`src/rtl/slowctrl_pkg.sv`:
```
// slowctrl_pkg: shared widths, frame length and FSM state types for the slow-control link (SLOWCTRL_PARITY_EN adds a parity bit)
package slowctrl_pkg;
  localparam int ADDR_W_DEF = 10;
  localparam int DATA_W_DEF = 32;
`ifdef SLOWCTRL_PARITY_EN
  localparam int PAR_BITS = 1;
`else
  localparam int PAR_BITS = 0;
`endif
  function automatic int frame_len(input int aw, input int dw);
    return 1 + aw + dw + PAR_BITS;
  endfunction
  typedef enum logic [1:0] {RX_IDLE, RX_SHIFT, RX_DONE} rx_state_t;
  typedef enum logic [1:0] {TX_IDLE, TX_SHIFT, TX_GAP} tx_state_t;
endpackage

```
`src/rtl/slowctrl_tx_serialiser.sv`:
```
// slowctrl_tx_serialiser: status frame divider, shift register and TX FSM (SLOWCTRL_PARITY_EN appends even parity)
module slowctrl_tx_serialiser import slowctrl_pkg::*; #(
  parameter int ADDR_W = ADDR_W_DEF,
  parameter int DATA_W = DATA_W_DEF,
  parameter int CLK_DIV = 25,
  parameter int GAP_N = 4
) (
  input  logic              clk_i,
  input  logic              reset_i,
  input  logic              valid_i,
  input  logic [ADDR_W-1:0] addr_i,
  input  logic [DATA_W-1:0] data_i,
  output logic              ready_o,
  output logic              sclk_o,
  output logic              dat_o
);
  localparam int N = frame_len(ADDR_W, DATA_W);
  localparam int CW = $clog2((N > GAP_N ? N : GAP_N) + 1);
  localparam int DW = $clog2(CLK_DIV);
  tx_state_t state_q, state_d;
  logic [DW-1:0] div_q, div_d;
  logic hi_q, hi_d;
  logic [CW-1:0] cnt_q, cnt_d;
  logic [N-1:0] sr_q, sr_d, frame;
  logic ready_q, sclk_q, dat_q;
  logic half_end, per_end;
`ifdef SLOWCTRL_PARITY_EN
  assign frame = {1'b1, addr_i, data_i, ^{addr_i, data_i}};
`else
  assign frame = {1'b1, addr_i, data_i};
`endif
  assign half_end = div_q == DW'(CLK_DIV - 1);
  assign per_end = half_end && hi_q;
  assign ready_o = ready_q;
  assign sclk_o = sclk_q;
  assign dat_o = dat_q;
  // next state: each period is CLK_DIV low then CLK_DIV high; data advances on the fall
  always_comb begin
    state_d = state_q;
    div_d = '0;
    hi_d = 1'b0;
    cnt_d = cnt_q;
    sr_d = sr_q;
    if (state_q == TX_IDLE) begin
      if (valid_i && ready_q) begin
        state_d = TX_SHIFT;
        cnt_d = '0;
        sr_d = frame;
      end
    end else begin
      div_d = half_end ? '0 : div_q + 1'b1;
      hi_d = hi_q ^ half_end;
      if (per_end) begin
        cnt_d = cnt_q + 1'b1;
        sr_d = sr_q << 1;
        if (state_q == TX_SHIFT && cnt_q == CW'(N - 1)) begin
          state_d = GAP_N > 0 ? TX_GAP : TX_IDLE;
          cnt_d = '0;
        end else if (state_q == TX_GAP && cnt_q == CW'(GAP_N - 1)) begin
          state_d = TX_IDLE;
          cnt_d = '0;
        end
      end
    end
  end
  // state and registered, glitch-free serial outputs
  always_ff @(posedge clk_i or negedge reset_i) begin
    if (!reset_i) begin
      state_q <= TX_IDLE;
      div_q <= '0;
      hi_q <= 1'b0;
      cnt_q <= '0;
      sr_q <= '0;
      ready_q <= 1'b0;
      sclk_q <= 1'b0;
      dat_q <= 1'b0;
    end else begin
      state_q <= state_d;
      div_q <= div_d;
      hi_q <= hi_d;
      cnt_q <= cnt_d;
      sr_q <= sr_d;
      ready_q <= state_d == TX_IDLE;
      sclk_q <= state_d == TX_SHIFT && hi_d;
      dat_q <= state_d == TX_SHIFT && sr_d[N-1];
    end
  end
endmodule

```
`src/rtl/slowctrl_link_responder.sv`:
```
// slowctrl_link_responder: slow-FPGA end of the serial control link, RX write frames and TX status frames (SLOWCTRL_PARITY_EN adds parity)
module slowctrl_link_responder #(
  parameter int ADDR_W = slowctrl_pkg::ADDR_W_DEF,
  parameter int DATA_W = slowctrl_pkg::DATA_W_DEF,
  parameter int CLK_DIV = 25,
  parameter int RX_TIMEOUT = 256,
  parameter int TX_GAP = 4
) (
  input  logic              clk_i,
  input  logic              reset_i,
  input  logic              spi_sclk_i,
  input  logic              spi_dat_i,
  output logic              spi_sclk_o,
  output logic              spi_dat_o,
  output logic              wr_strobe_o,
  output logic [ADDR_W-1:0] wr_addr_o,
  output logic [DATA_W-1:0] wr_data_o,
  output logic              rx_err_o,
  input  logic              tx_valid_i,
  output logic              tx_ready_o,
  input  logic [ADDR_W-1:0] tx_addr_i,
  input  logic [DATA_W-1:0] tx_data_i
);
  import slowctrl_pkg::*;
  localparam int N = frame_len(ADDR_W, DATA_W);
  localparam int P = N - 1;
  localparam int CW = $clog2(N + 1);
  localparam int TW = $clog2(RX_TIMEOUT + 1);
  rx_state_t rx_state_q, rx_state_d;
  logic [1:0] sclk_sync_q, dat_sync_q;
  logic sclk_prev_q;
  logic [CW-1:0] rx_cnt_q, rx_cnt_d;
  logic [P-1:0] rx_sr_q, rx_sr_d;
  logic [TW-1:0] to_q, to_d;
  logic strobe_q, strobe_d, err_q, err_d;
  logic [ADDR_W-1:0] addr_q, addr_d;
  logic [DATA_W-1:0] data_q, data_d;
  logic rise, bit_in, par_ok;
  assign rise = sclk_sync_q[1] & ~sclk_prev_q;
  assign bit_in = dat_sync_q[1];
`ifdef SLOWCTRL_PARITY_EN
  assign par_ok = ~^rx_sr_q;
`else
  assign par_ok = 1'b1;
`endif
  assign wr_strobe_o = strobe_q;
  assign wr_addr_o = addr_q;
  assign wr_data_o = data_q;
  assign rx_err_o = err_q;
  // RX next state: hunt for start bit, shift payload, then publish or abort
  always_comb begin
    rx_state_d = rx_state_q;
    rx_cnt_d = rx_cnt_q;
    rx_sr_d = rx_sr_q;
    to_d = '0;
    strobe_d = 1'b0;
    err_d = 1'b0;
    addr_d = addr_q;
    data_d = data_q;
    case (rx_state_q)
      RX_IDLE: if (rise && bit_in) begin
        rx_state_d = RX_SHIFT;
        rx_cnt_d = '0;
      end
      RX_SHIFT: if (rise) begin
        rx_sr_d = {rx_sr_q[P-2:0], bit_in};
        rx_cnt_d = rx_cnt_q + 1'b1;
        if (rx_cnt_q == CW'(P - 1)) rx_state_d = RX_DONE;
      end else if (to_q == TW'(RX_TIMEOUT - 1)) begin
        err_d = 1'b1;
        rx_state_d = RX_IDLE;
      end else begin
        to_d = to_q + 1'b1;
      end
      RX_DONE: begin
        rx_state_d = RX_IDLE;
        strobe_d = par_ok;
        err_d = ~par_ok;
        addr_d = par_ok ? rx_sr_q[P-1 -: ADDR_W] : addr_q;
        data_d = par_ok ? rx_sr_q[P-1-ADDR_W -: DATA_W] : data_q;
      end
      default: rx_state_d = RX_IDLE;
    endcase
  end
  // RX synchronisers, edge history, state and held write outputs
  always_ff @(posedge clk_i or negedge reset_i) begin
    if (!reset_i) begin
      sclk_sync_q <= '0;
      dat_sync_q <= '0;
      sclk_prev_q <= 1'b0;
      rx_state_q <= RX_IDLE;
      rx_cnt_q <= '0;
      rx_sr_q <= '0;
      to_q <= '0;
      strobe_q <= 1'b0;
      err_q <= 1'b0;
      addr_q <= '0;
      data_q <= '0;
    end else begin
      sclk_sync_q <= {sclk_sync_q[0], spi_sclk_i};
      dat_sync_q <= {dat_sync_q[0], spi_dat_i};
      sclk_prev_q <= sclk_sync_q[1];
      rx_state_q <= rx_state_d;
      rx_cnt_q <= rx_cnt_d;
      rx_sr_q <= rx_sr_d;
      to_q <= to_d;
      strobe_q <= strobe_d;
      err_q <= err_d;
      addr_q <= addr_d;
      data_q <= data_d;
    end
  end
  slowctrl_tx_serialiser #(
    .ADDR_W(ADDR_W),
    .DATA_W(DATA_W),
    .CLK_DIV(CLK_DIV),
    .GAP_N(TX_GAP)
  ) u_tx (
    .clk_i(clk_i),
    .reset_i(reset_i),
    .valid_i(tx_valid_i),
    .addr_i(tx_addr_i),
    .data_i(tx_data_i),
    .ready_o(tx_ready_o),
    .sclk_o(spi_sclk_o),
    .dat_o(spi_dat_o)
  );
endmodule

```
`config.mk`:
```
export PLATFORM = sky130hd
export DESIGN_NAME = slowctrl_link_responder
export DESIGN_NICKNAME = d
export VERILOG_FILES = /design/src/rtl/slowctrl_pkg.sv /design/src/rtl/slowctrl_tx_serialiser.sv /design/src/rtl/slowctrl_link_responder.sv
export SDC_FILE = /design/constraint.sdc
export NUM_CORES = 1
export LEC_CHECK = 0
export ABC_CLOCK_PERIOD_IN_PS = 4800
export BUFFER_PORTS_ARGS = -buffer_cell sky130_fd_sc_hd__buf_4
export CAP_MARGIN = 40
export CORE_ASPECT_RATIO = 1.4
export CORE_MARGIN = 4
export CORE_UTILIZATION = 50
export DETAILED_ROUTE_END_ITERATION = 7
export GPL_ROUTABILITY_DRIVEN = 0
export PLACE_DENSITY = 0.72
export RECOVER_POWER = 100
export SLEW_MARGIN = 20
export SYNTH_ARGS = -nofsm -noshare
export SYNTH_HDL_FRONTEND = slang
export SYNTH_SLANG_ARGS = --single-unit
```
`constraint.sdc`:
```
create_clock -name clk_i -period 4.8 [get_ports clk_i]
set_input_delay 0.24 -clock clk_i [delete_from_list [all_inputs] [get_ports clk_i]]
set_output_delay 0.24 -clock clk_i [all_outputs]
set_load 0.05 [all_outputs]
```
==> run summary <==
H-Tree Depth - 4
slew margin rel. - -0.249
final period utilization - 0.612
area occupied by multi-input gates - 2370 µm²
core area - 13300 µm²
Avg Inst Size Synth - 10.9 µm²
NumNets Final - 773
r2r worst-path depth - 4
Async S/R FF share, synth - 1.00
CTS buffer count - 17
GRT Overall Usage - 0.183
port buffer count - 93
Initial Utilization - 0.509
switching share of power - 0.252
post-synthesis cell type count - 41
most frequent cells after synthesis - nand2_1 (224), dfrtp_1 (168), a22oi_1 (43), mux2_2 (42), nor2_1 (24)
clk_skew - 0.0115 ns
yosys warns - 0
Final Critical Period - 2.94 ns
logic gate share of total power - 0.099
Finish-stage setup viols - 0
Synth Instances - 624
grt peak-use layer - met2
number of global-route vias before repair - 4828
sum of negative setup slack - 0 ns
total routed wirelength - 13300 µm
register share of total power - 0.484
Hold Path Cell Cnt - 3
Synth area leaders - dfrtp_1 (62%), nand2_1 (12%), mux2_2 (7.0%)
worst r2r dst - wr_data_o[12]
Buf/Inv on CP - 2
WL per Instance - 14.6 µm
Mapped Area - 6780 µm²
Critical Path, Cell by Cell - nand2b_1 -> clkbuf_1 -> clkbuf_1 -> mux2_2
Root Driver - clkbuf_16
# resized after CTS - 0
CTS tree - built
die width - 106 µm
Worst-path clk slew - 0.06 ns
Internal - 2660 µW
Fin. Hold Viols - 0
#FFs+latches synth - 168
Seq/Total Area, Yosys - 0.620
R2R Setup Slk - 1.86 ns
grt ovf - 0
violated checks - capacitance limit, slew limit
top cell type's share of synthesized area - 0.620
cell accounting for the most synthesized area - dfrtp_1
clock share of power - 0.417
M3 GR Usage - 0.0395
max_cap viols - 2
dpl ws - 2.55 ns
drc violations - 0
Slew Viols, Final - 85
unrepaired setup endpoints after global routing - false
CP top delay family - buffers and inverters
Rows - 50
largest net degree at the start of global routing - 67
Vias per Instance - 5.11
Lkg Pwr - 0.00419 µW
worst vdd ir - 241 µV
worst hold endpoint - u_tx.sr_q[20]
share of layout cells above drive strength 1 - 0.172
crit path max fanout - 17
most frequent CP cell - clkbuf_1
Seq. cell area - 4200 µm²
P_sw - 894 µW
Crit. End Element - flop
Worst Path Arrival - 3.24 ns
Syn Nets - 679
slew of the pin with the lowest slew margin - 1.87 ns
Placed Cells - 878
crit-path max cell delay - 0.74 ns
I/O pins - 94
Filler Cell Count - 1118
status - complete, but fails checks
met1 Track Usage GR - 0.234
Initial DRC Count - 218
fin worst setup slack - 1.86 ns
Vias - 4665
CTS Sinks - 168
PwrDens - 438 nW/µm²
Required @ worst endpoint - 5.10 ns
HP Class - input pin to flop
final std cells w/o fill - 913
fmax - 0.340 GHz
clk_lat worst skew - 0.42 ns
CTS Buffer Depth - 2
Syn-to-layout area delta - 19.7%
height of the die - 146 µm
CP Launch Type - flop
crit path kind - flop to flop
ys flop type - dfrtp_1
diodes inserted - 0
min-delay src - tx_data_i[20]
GRT met2 Usage - 0.303
CP max-delay cell - clkbuf_1
Worst R2R Start - rx_state_q[0]
First-pass DRT Iterations - 4
antenna violation net count after detailed routing - 0
most instantiated library cell after synthesis - nand2_1
post-DP HPWL - 9040 µm
EDFF count, synth - 0
initial antenna violation count - 0
first-pass GRT wire length - 23000 µm
Die ar. - 15500 µm²
-- layer usage --
layer  vias to the layer above  wire length [µm]  part of all wire
met5                         -                 0                 0
met4                         0               188             0.014
met3                        16               537             0.040
met2                        90              6730              0.51
met1                      2298              5830              0.44
li1                       2261                 -                 -
-- sequential cells by signal, indices dropped and copies added, names as in the netlist, 5 cells and up --
| name | count |
|---|---|
| wr_addr_o | 10 |
| rx_sr_q | 42 |
| u_tx.div_q | 5 |
| to_q | 9 |
| u_tx.cnt_q | 6 |
| rx_cnt_q | 6 |
| u_tx.sr_q | 43 |
| wr_data_o | 32 |
-- what timing repair did --
| action | 4_1_cts | 5_1_grt |
|---|---|---|
| setup buffers | 0 | 0 |
| hold buffers | 3 | 0 |
| endpoints found under the hold margin | 51 | 0 |
-- logic make-up after synthesis --
kind of cell | count (synthesis) | share of synthesized area
multiplexers | 42 | 0.0698
XOR/XNOR | 14 | 0.0181
buffers and inverters | 37 | 0.0286
adder cells (fa/ha/maj) | 8 | 0.0148
AO/OA/AOI/OAI | 62 | 0.0666
AND/OR/NAND/NOR | 293 | 0.182
flip-flops | 168 | 0.620
-- placed cells by master (no fill, tap or decap), types with 3 or more instances in the layout --
| master | count |
|---|---|
| nand3_1 | 14 |
| nand2_1 | 224 |
| mux2_2 | 42 |
| xnor2_1 | 4 |
| ha_1 | 8 |
| o31ai_1 | 4 |
| dfrtp_1 | 168 |
| dlygate4sd3_1 | 3 |
| nand2b_1 | 4 |
| o21ai_0 | 8 |
| inv_1 | 7 |
| nor2_1 | 25 |
| a22oi_1 | 43 |
| and3_1 | 3 |
| buf_4 | 45 |
| clkbuf_16 | 17 |
| nand4_1 | 4 |
| clkbuf_1 | 53 |
| nor2b_1 | 5 |
| bufinv_16 | 5 |
| xor2_1 | 10 |
-- through the flow --
step	util	total power [µW]	hold WS, ns	area (µm²)
5_1_grt	0.609	3730	0.0375	8110
3_5_place_dp	0.578	2110	0.212	7700
2_1_floorplan	-	1950	-0.0556	6780
4_1_cts	0.629	3600	0.0324	8380
3_3_place_gp	0.568	2060	0.338	7570
6_report	0.609	3550	0.0450	8110
-- final cells by class --
cell class / instances / area share
Clock buffer: 18 / 0.0529
Clock inverter: 14 / 0.0273
Inverter: 7 / 0.00324
Multi-Input combinational cell: 419 / 0.292
Sequential cell: 168 / 0.518
Tap cell: 182 / 0.0281
Timing Repair Buffer: 105 / 0.0785
-- power by group through the flow --
stage	registers [µW]	clock network, µW	logic (µW)
final	1720	1480	352
after global routing	1740	1570	415
after CTS	1720	1510	374
after detailed placement	1740	0	368
after global placement	1730	0	332
after floorplan	1720	0	224
-- worst reg2reg max path, cell delays in order (launching register included) --
cell and delay, ns:
dfrtp_1 0.39, nand2b_1 0.58, clkbuf_1 0.68, clkbuf_1 0.74
mux2_2 0.43
-- worst max-delay path by stage --
stage	from	endpoint	slack (ns)	depth (start not counted)
floorplan	u_tx.div_q[0]	u_tx.cnt_q[3]	3.03	10
global placement	u_tx.div_q[0]	u_tx.cnt_q[3]	2.24	9
detailed placement	u_tx.div_q[0]	u_tx.sr_q[5]	2.55	10
CTS	u_tx.div_q[0]	u_tx.sr_q[5]	2.52	10
global route	rx_state_q[0]	wr_data_o[1]	1.61	4
finish	rx_state_q[0]	wr_data_o[12]	1.86	4
Note: power is estimated with default switching activity, not from simulation.
